[config.mk]
export PLATFORM = sky130hd
export DESIGN_NAME = cim_mem_arbiter
export DESIGN_NICKNAME = d
export VERILOG_FILES = /design/src/rtl/cim_mem_arbiter_pkg.sv /design/src/rtl/cim_prio_pick.sv /design/src/rtl/cim_mem_arbiter.sv
export SDC_FILE = /design/constraint.sdc
export NUM_CORES = 1
export LEC_CHECK = 0
export CAP_MARGIN = 20
export CORE_ASPECT_RATIO = 0.9
export CORE_MARGIN = 1
export CORE_UTILIZATION = 42
export CTS_BUF_LIST = sky130_fd_sc_hd__clkbuf_4 sky130_fd_sc_hd__clkbuf_8
export DETAILED_ROUTE_END_ITERATION = 10
export GPL_TIMING_DRIVEN = 0
export PLACE_DENSITY = 0.89
export SKIP_CTS_REPAIR_TIMING = 1
export SYNTH_ARGS = -nofsm -noshare
export SYNTH_HDL_FRONTEND = slang
export SYNTH_SLANG_ARGS = --single-unit
[constraint.sdc]
create_clock -name clk -period 5 [get_ports clk]
set_input_delay 0.5 -clock clk [delete_from_list [all_inputs] [get_ports clk]]
set_output_delay 0.5 -clock clk [all_outputs]
set_load 0.02 [all_outputs]
[src/rtl/cim_mem_arbiter_pkg.sv]
// rtl/cim_mem_arbiter_pkg.sv - shared CiM memory arbiter constants and types
package cim_mem_arbiter_pkg;

    localparam int N_REQ        = 6;
    localparam int STARVE_LIMIT = 8;
    localparam int CIM_ADDR_W   = 16;
    localparam int N_STORAGE    = 16;

    localparam logic [N_REQ-1:0] RO_MASK = 6'b000100;

    typedef enum logic [2:0] {
        BUS_FSM                  = 3'd0,
        LOGIC_FSM                = 3'd1,
        MAC                      = 3'd2,
        LAYERNORM                = 3'd3,
        DATA_FILL_FSM            = 3'd4,
        DENSE_BROADCAST_SAVE_FSM = 3'd5
    } req_idx_e;

    typedef struct packed {
        logic                  req;
        logic                  we;
        logic [CIM_ADDR_W-1:0] addr;
        logic [N_STORAGE-1:0]  wdata;
    } MemReq_t;

endpackage

[src/rtl/cim_prio_pick.sv]
// rtl/cim_prio_pick.sv - lowest-index pick, starved requesters first
module cim_prio_pick #(
    parameter int N = 6
) (
    input  logic [N-1:0]         starved,
    input  logic [N-1:0]         req,
    output logic [N-1:0]         win,
    output logic [$clog2(N)-1:0] idx,
    output logic                 valid
);
    localparam int IW = $clog2(N);

    logic [N-1:0] pool;

    always_comb begin
        pool  = (|starved) ? starved : req;
        win   = '0;
        idx   = '0;
        valid = |pool;
        // Descending scan so the lowest set index is the last one written.
        for (int i = N - 1; i >= 0; i--) begin
            if (pool[i]) begin
                win    = '0;
                win[i] = 1'b1;
                idx    = IW'(i);
            end
        end
    end

endmodule

[src/rtl/cim_mem_arbiter.sv]
// rtl/cim_mem_arbiter.sv - single-port CiM bank arbiter with starvation promotion
module cim_mem_arbiter
    import cim_mem_arbiter_pkg::*;
#(
    parameter int ADDR_W = CIM_ADDR_W,
    parameter int DATA_W = N_STORAGE
) (
    input  logic                           clk,
    input  logic                           rst,
    input  logic [N_REQ-1:0]               req_i,
    input  logic [N_REQ-1:0]               we_i,
    input  logic [N_REQ-1:0][ADDR_W-1:0]   addr_i,
    input  logic [N_REQ-1:0][DATA_W-1:0]   wdata_i,
    output logic [N_REQ-1:0]               gnt_o,
    output logic [N_REQ-1:0]               rvalid_o,
    output logic [DATA_W-1:0]              rdata_o,
    output logic                           mem_en_o,
    output logic                           mem_wen_o,
    output logic [ADDR_W-1:0]              mem_addr_o,
    output logic [DATA_W-1:0]              mem_wdata_o,
    input  logic [DATA_W-1:0]              mem_rdata_i,
    output logic                           err_o
);
    localparam int IDX_W = $clog2(N_REQ);
    localparam int CNT_W = $clog2(STARVE_LIMIT + 1);
    localparam logic [CNT_W-1:0] LIMIT = CNT_W'(STARVE_LIMIT);

    typedef enum logic {IDLE, ACCESS} state_e;

    state_e                       state_q, state_d;
    logic                         read_pend_q, read_pend_d;
    logic [N_REQ-1:0]             gnt_d, rvalid_d;
    logic                         mem_wen_d;
    logic [ADDR_W-1:0]            mem_addr_d;
    logic [DATA_W-1:0]            mem_wdata_d;
    logic                         err_d;
    logic [N_REQ-1:0][CNT_W-1:0]  cnt_q, cnt_d;

    logic [N_REQ-1:0]             ro_viol, elig, starved, win_oh;
    logic [IDX_W-1:0]             win_idx;
    logic                         win_valid;

    // Read-only writers never compete; the requester granted this cycle is
    // masked so its stale req_i cannot win twice in a row.
    always_comb begin
        ro_viol = req_i & we_i & RO_MASK;
        elig    = req_i & ~ro_viol & ~gnt_o;
        for (int i = 0; i < N_REQ; i++) begin
            starved[i] = elig[i] && (cnt_q[i] == LIMIT);
        end
    end

    cim_prio_pick #(.N(N_REQ)) u_pick (
        .starved (starved),
        .req     (elig),
        .win     (win_oh),
        .idx     (win_idx),
        .valid   (win_valid)
    );

    always_comb begin
        state_d     = win_valid ? ACCESS : IDLE;
        gnt_d       = win_oh;
        mem_wen_d   = win_valid && we_i[win_idx];
        mem_addr_d  = win_valid ? addr_i[win_idx]  : mem_addr_o;
        mem_wdata_d = win_valid ? wdata_i[win_idx] : mem_wdata_o;
        read_pend_d = win_valid && !we_i[win_idx];
        rvalid_d    = read_pend_q ? gnt_o : '0;
        err_d       = err_o | (|ro_viol);
        for (int i = 0; i < N_REQ; i++) begin
            if (elig[i] && !win_oh[i]) begin
                cnt_d[i] = (cnt_q[i] == LIMIT) ? cnt_q[i] : cnt_q[i] + CNT_W'(1);
            end else begin
                cnt_d[i] = '0;
            end
        end
    end

    always_ff @(posedge clk) begin
        if (rst) begin
            state_q     <= IDLE;
            read_pend_q <= 1'b0;
            gnt_o       <= '0;
            rvalid_o    <= '0;
            mem_wen_o   <= 1'b0;
            mem_addr_o  <= '0;
            mem_wdata_o <= '0;
            err_o       <= 1'b0;
            cnt_q       <= '0;
        end else begin
            state_q     <= state_d;
            read_pend_q <= read_pend_d;
            gnt_o       <= gnt_d;
            rvalid_o    <= rvalid_d;
            mem_wen_o   <= mem_wen_d;
            mem_addr_o  <= mem_addr_d;
            mem_wdata_o <= mem_wdata_d;
            err_o       <= err_d;
            cnt_q       <= cnt_d;
        end
    end

    assign mem_en_o = (state_q == ACCESS);
    // The macro returns data during the rvalid cycle, so it is passed through.
    assign rdata_o  = (|rvalid_o) ? mem_rdata_i : '0;

endmodule
Yosys cells after proc, flatten, opt, wreduce, memory -nomap -nowiden --
Index checks and enable logic that the tools add are counted.
Cells by class: add/sub/neg operators 6, magnitude comparators 1, equality and inequality tests 6, muxes and demuxes 21, bitwise gates (word level) 13, reductions and logical operators 31
Operators with widths (count):
- 16-bit binary-select mux with 3-bit select | 2
- 16-bit two-way mux | 3
- 6-bit two-way mux | 7
- 4-bit by 1-bit adder with 4-bit output, second input constant | 6
- 4-bit equality test, second input constant | 6
- 3-bit two-way mux | 6
- 6-bit OR reduction | 3
- 1-bit logical AND | 14
- 2-bit OR reduction | 7
- 6-bit AND | 2
- 1-bit zero test | 7
- 1-bit NOT | 7
- 3-bit NOT with 6-bit output | 1
- 6-bit NOT | 1
- 3-bit by 4-bit less-than comparator with 1-bit output, second input constant | 1
- 3-bit AND | 1
- 1-bit binary-select mux with 3-bit select | 1
- 1-bit two-way mux | 2
- 1-bit bitwise OR | 1
Storage, ports and cells: register bits after elaboration 72, input port bits 222, output and inout port bits 63, word-level logic and storage cells 92

Logic depth before layout (Yosys ltp) --
word-level depth 17, depth in mapped cells 12, mapped depth without buffers 10

Hierarchy --
Synthesis repeated with hierarchy kept, for this count alone.
Unflattened totals: cells, all modules 527, area, all modules 4863.4 µm²
Modules (own cells, without submodules):
- cim_mem_arbiter | times used 1, cells each 496, area each 4675.7 µm², seq. area each 1441.4 µm²
- cim_prio_pick | times used 1, cells each 31, area each 187.7 µm², seq. area each 0.0 µm²

Worst setup path before layout --
No wires, ideal clock.
path type flip-flop to flip-flop, start point register cnt_q[20] (netlist name), end point register mem_addr_o[14], library setup time 0.116 ns, arrival 2.690 ns, data required time 4.884 ns, setup slack 2.195 ns, stages on the path, launching flop included 12, path buffers 1, period minus slack after synthesis 2.805 ns, cell sequence dfxtp_1 -> inv_1 -> ha_1 -> nand3b_1 -> o22ai_1 -> o31ai_2 -> a221oi_4 -> o21a_1 -> buf_4 -> nor2_1 -> mux4_2 -> a31o_1
Between the ends: cells in the longest elaborated chain, start to end 12, elaborated cells on any way between the ends 13, classes of those cells eq/ne (1); mux (9); reduce/logical (3)
RTL lines:
- start, declared | line cim_mem_arbiter.sv:37 | logic [N_REQ-1:0][CNT_W-1:0] cnt_q, cnt_d;
- start signal, assigned | line cim_mem_arbiter.sv:99 | cnt_q <= cnt_d;
- 4-bit equality test (*) | line cim_mem_arbiter.sv:49 | starved[i] = elig[i] && (cnt_q[i] == LIMIT);
- 1-bit logical AND (*) | line cim_mem_arbiter.sv:49
- 6-bit OR reduction | line cim_prio_pick.sv:16 | pool = (|starved) ? starved : req;
- 6-bit two-way mux (*) | line cim_prio_pick.sv:16
- 3-bit two-way mux (6 in series) | line cim_prio_pick.sv:22 | if (pool[i]) begin
- 16-bit binary-select mux with 3-bit select | line cim_mem_arbiter.sv:65 | mem_addr_d = win_valid ? addr_i[win_idx] : mem_addr_o;
- 16-bit two-way mux (implied by the code) | line cim_mem_arbiter.sv:65
- end signal, assigned | line cim_mem_arbiter.sv:96 | mem_addr_o <= mem_addr_d;
- end, declared | line cim_mem_arbiter.sv:19 | output logic [ADDR_W-1:0] mem_addr_o,
Every way passes the cells marked *; elsewhere a longest branch is shown, timed or not. The select of a mux whose other input is x is not followed. A chain may end at the register's enable or synchronous reset.

Worst setup path in the final report --
Ends and elaborated chain as after synthesis.

==> run_results.csv <==
group,metric,value,unit
timing,fin_crit,3.445,ns
timing,fmax,0.2903,GHz
clocking,tritoncts,"yes",
worst_setup_path,endpoint,"mem_addr_o[14]$_SDFFE_PP0P_",
worst_setup_path,rr_startpoint,"cnt_q[20]$_SDFFE_PP0P_",
min_path,whs_path_depth,1,
synth,yosysWarningCount,0,
finish,final_cells,1103,
worst_setup_path,r2r_slack,1.56,ns
timing,final-hold-violation-count,0,
grt,grt_overflow_total,0,
worst_setup_path,cp-startpoint,"cnt_q[20]$_SDFFE_PP0P_",
synth,ys_types,46,
grt,grt_max_degree,16,
synth,synth.avg_cell_area,7.336,sq um
synth,synth-edff-count,0,
synth,syn_area,0.004761,sq mm
synth,synth_ff_type,"dfxtp_1",
route,firstDrtPassIters,5,
route,drtIter0Drc,468,
clocking,cts_root_buf,"clkbuf_8",
grt,grtUsageTotal,34.16,%
clocking,cts.sinks,72,
timing,setup_viol,0,
run_status,outcome,"complete, no violations",
grt,grt_use_met3,8.877,%
synth,syn_nets,883,
worst_setup_path,rr_worst_depth,11,
placement,place_congestion,0.9477,
worst_setup_path,end_kind,"flip-flop",
finish,drive_gt1_share,4.320,%
power,total_power,1.714,mW
worst_setup_path,r2r_end,"mem_addr_o[14]$_SDFFE_PP0P_",
floorplan,die_h,103.0,microns
route,vias_per_cell,5.822,
synth,synthCells,649,
timing,maxSlewViolCount,0,
grt,grt_pass1_wl,30420,microns
power,p_leak,3.044,nW
floorplan,die_area,0.01177,sq mm
route,drc,0,
timing,fin_tns_setup,0,ns
clocking,cts_buffers,9,
finish,fillers,880,
synth,async_flop_share,0,%
grt,grt_pass1_vias,5838,
synth,ys_ff_latch,72,
grt,gr-usage-met2,56.92,%
finish,area_growth,67.67,%
worst_setup_path,critPathMaxFanout,10,
timing,skew,0.01466,ns
floorplan,core,0.01095,sq mm
power,max-vdd-ir-drop,122.4,uV
timing,worst_pin_slew,0.8123,ns
floorplan,fp.dieW,114.2,microns
route,ant_nets,0,
synth,synthTopCellsByArea,"dfxtp_1 (30%), a21oi_1 (10%), nand3_1 (10%)",
min_path,min_path_type,"reg2reg",
synth,synth_top_area_share,30.28,%
finish,nNetsFinal,1178,
power,cellPowerDensity,214.8,mW/mm^2
timing,slew_headroom,45.28,%
route,routedWlPerCell,19.09,microns
worst_setup_path,cp-start-kind,"flip-flop",
grt,busiest_layer,"met2",
grt,antenna_found_initial,1,
clocking,cts_buffer_depth,2,
worst_setup_path,cp.arrival,3.76,ns
clocking,clk_latency,0.37,ns
placement,io_buffers,284,
floorplan,pin_count,285,
placement,dp_hpwl,16190,microns
route,vias,6422,
placement,place_inst,1085,
synth,yosysSeqAreaShare,30.28,%
run,maxCapViolCount,0,
worst_setup_path,path_class,"reg2reg",
timing,rsz0062_at_grt,"no",
floorplan,core.rowCount,36,
clocking,cts-htree-levels,3,
route,routed_wl,21050,microns
synth,synth_top_cell_by_area,"dfxtp_1",
grt,grt_use_met1,40.69,%
timing,fin_crit_sh,68.90,%
floorplan,initial_utilization,43.50,%
clocking,clkTransAtPathRegs,0.09,ns
worst_setup_path,required,5.31,ns
==> cell usage after synthesis (7+ instances only) <==
library cell	number
a21oi_1	98
nand3_1	98
o21ai_0	94
dfxtp_1	72
clkbuf_1	42
nor2_1	42
a2111o_1	29
and2_1	23
nand2_1	22
inv_1	14
buf_2	13
ha_1	12
a211oi_1	8
and3_1	7
nand2b_1	7
xor2_1	7
==> worst max-delay path: stages (launching register included) <==
cell	delay (ns)
dfxtp_1	0.40
inv_1	0.07
ha_1	0.21
nand3b_1	0.29
o22ai_1	0.26
o31ai_2	0.42
a221oi_4	0.13
o21ai_1	0.46
clkbuf_1	0.52
nand3_1	0.18
a311oi_1	0.31
a31o_1	0.13
==> routing by layer <==
layer / vias up / share of wire, %
met5: - / 0
met4: 0 / 4.6
met3: 71 / 11
met2: 440 / 47
met1: 2930 / 37
li1: 2981 / -
==> how the worst min path moves through the flow <==
stage	start	slack [ns]	end
CTS	mem_addr_o[4]$_SDFFE_PP0P_	0.48	mem_addr_o[4]$_SDFFE_PP0P_
finish	cnt_q[0]$_SDFFE_PP0P_	0.48	cnt_q[0]$_SDFFE_PP0P_
detailed placement	mem_wdata_o[2]$_SDFFE_PP0P_	0.45	mem_wdata_o[2]$_SDFFE_PP0P_
global placement	mem_wdata_o[2]$_SDFFE_PP0P_	0.45	mem_wdata_o[2]$_SDFFE_PP0P_
floorplan	cnt_q[0]$_SDFFE_PP0P_	0.43	cnt_q[0]$_SDFFE_PP0P_
global route	mem_addr_o[15]$_SDFFE_PP0P_	0.50	mem_addr_o[15]$_SDFFE_PP0P_
==> registers in the layout, indices dropped and copies added (netlist names) <==
signal	cells
rvalid_o	6
read_pend_q	1
cnt_q	24
mem_addr_o	16
err_o	1
mem_wdata_o	16
mem_wen_o	1
mem_en_o	1
gnt_o	6
==> stage by stage <==
step	instance area (sq um)	hold WS, ns	worst slack (ns)	utilization (%)
floorplan	4761	0.4297	2.195	-
global placement	7794	0.4488	1.249	71.20
detailed placement	7794	0.4542	1.243	71.20
CTS	7978	0.4752	1.625	72.89
global route	7980	0.4968	1.304	72.91
finish	7983	0.4750	1.555	72.93
==> placed cells by master (no fill, tap or decap), types with 3 or more instances in the layout <==
cell and count:
o22a_1 3, clkbuf_8 9, a2111o_1 29, nor3_1 3, nand2_1 22, o21ai_1 3, nor4_1 4, clkinvlp_4 3
o21bai_1 3, nor2_1 42, a211oi_1 8, inv_1 14, xor2_1 7, clkdlybuf4s50_1 284, xnor2_1 6, nand3_1 98
o21ai_0 94, nor2b_1 4, a21oi_1 98, nand3b_1 6, and2_1 23, buf_2 13, ha_1 12, inv_6 3
o22ai_1 4, clkbuf_1 42, dfxtp_1 72, nand2b_1 7, and3_1 7
==> area by class of cell <==
cell class / instances / area [sq um] / area share (%)
Tap cell: 152 / 190.2 / 2.382
Clock buffer: 9 / 123.9 / 1.552
Inverter: 14 / 52.55 / 0.6583
Clock inverter: 7 / 60.06 / 0.7524
Buffer: 57 / 237.7 / 2.978
Sequential cell: 72 / 1441 / 18.06
Multi-Input combinational cell: 506 / 3029 / 37.95
Antenna cell: 2 / 5.005 / 0.06270
Timing Repair Buffer: 284 / 2843 / 35.61
==> cell families (layout without fill, tap and decap cells) <==
logic type | after synthesis | in the layout | share of synthesized area, %
and+or+nand+nor | 222 | 222 | 23.50
adders and majority gates | 12 | 12 | 3.154
buffers and inverters | 71 | 371 | 6.097
DFF | 72 | 72 | 30.28
other | 0 | 2 | 0
muxes | 3 | 3 | 0.9461
xor gates and xnor gates | 13 | 13 | 2.392
AOI/OAI and AO/OA | 256 | 256 | 33.64
==> power breakdown <==
group          switching [mW]  leakage, nW  internal (mW)
clock network           0.263       0.0848          0.189
logic                   0.302         2.37          0.321
registers              0.0256        0.591          0.614
Note: power is estimated with default switching activity, not from simulation.
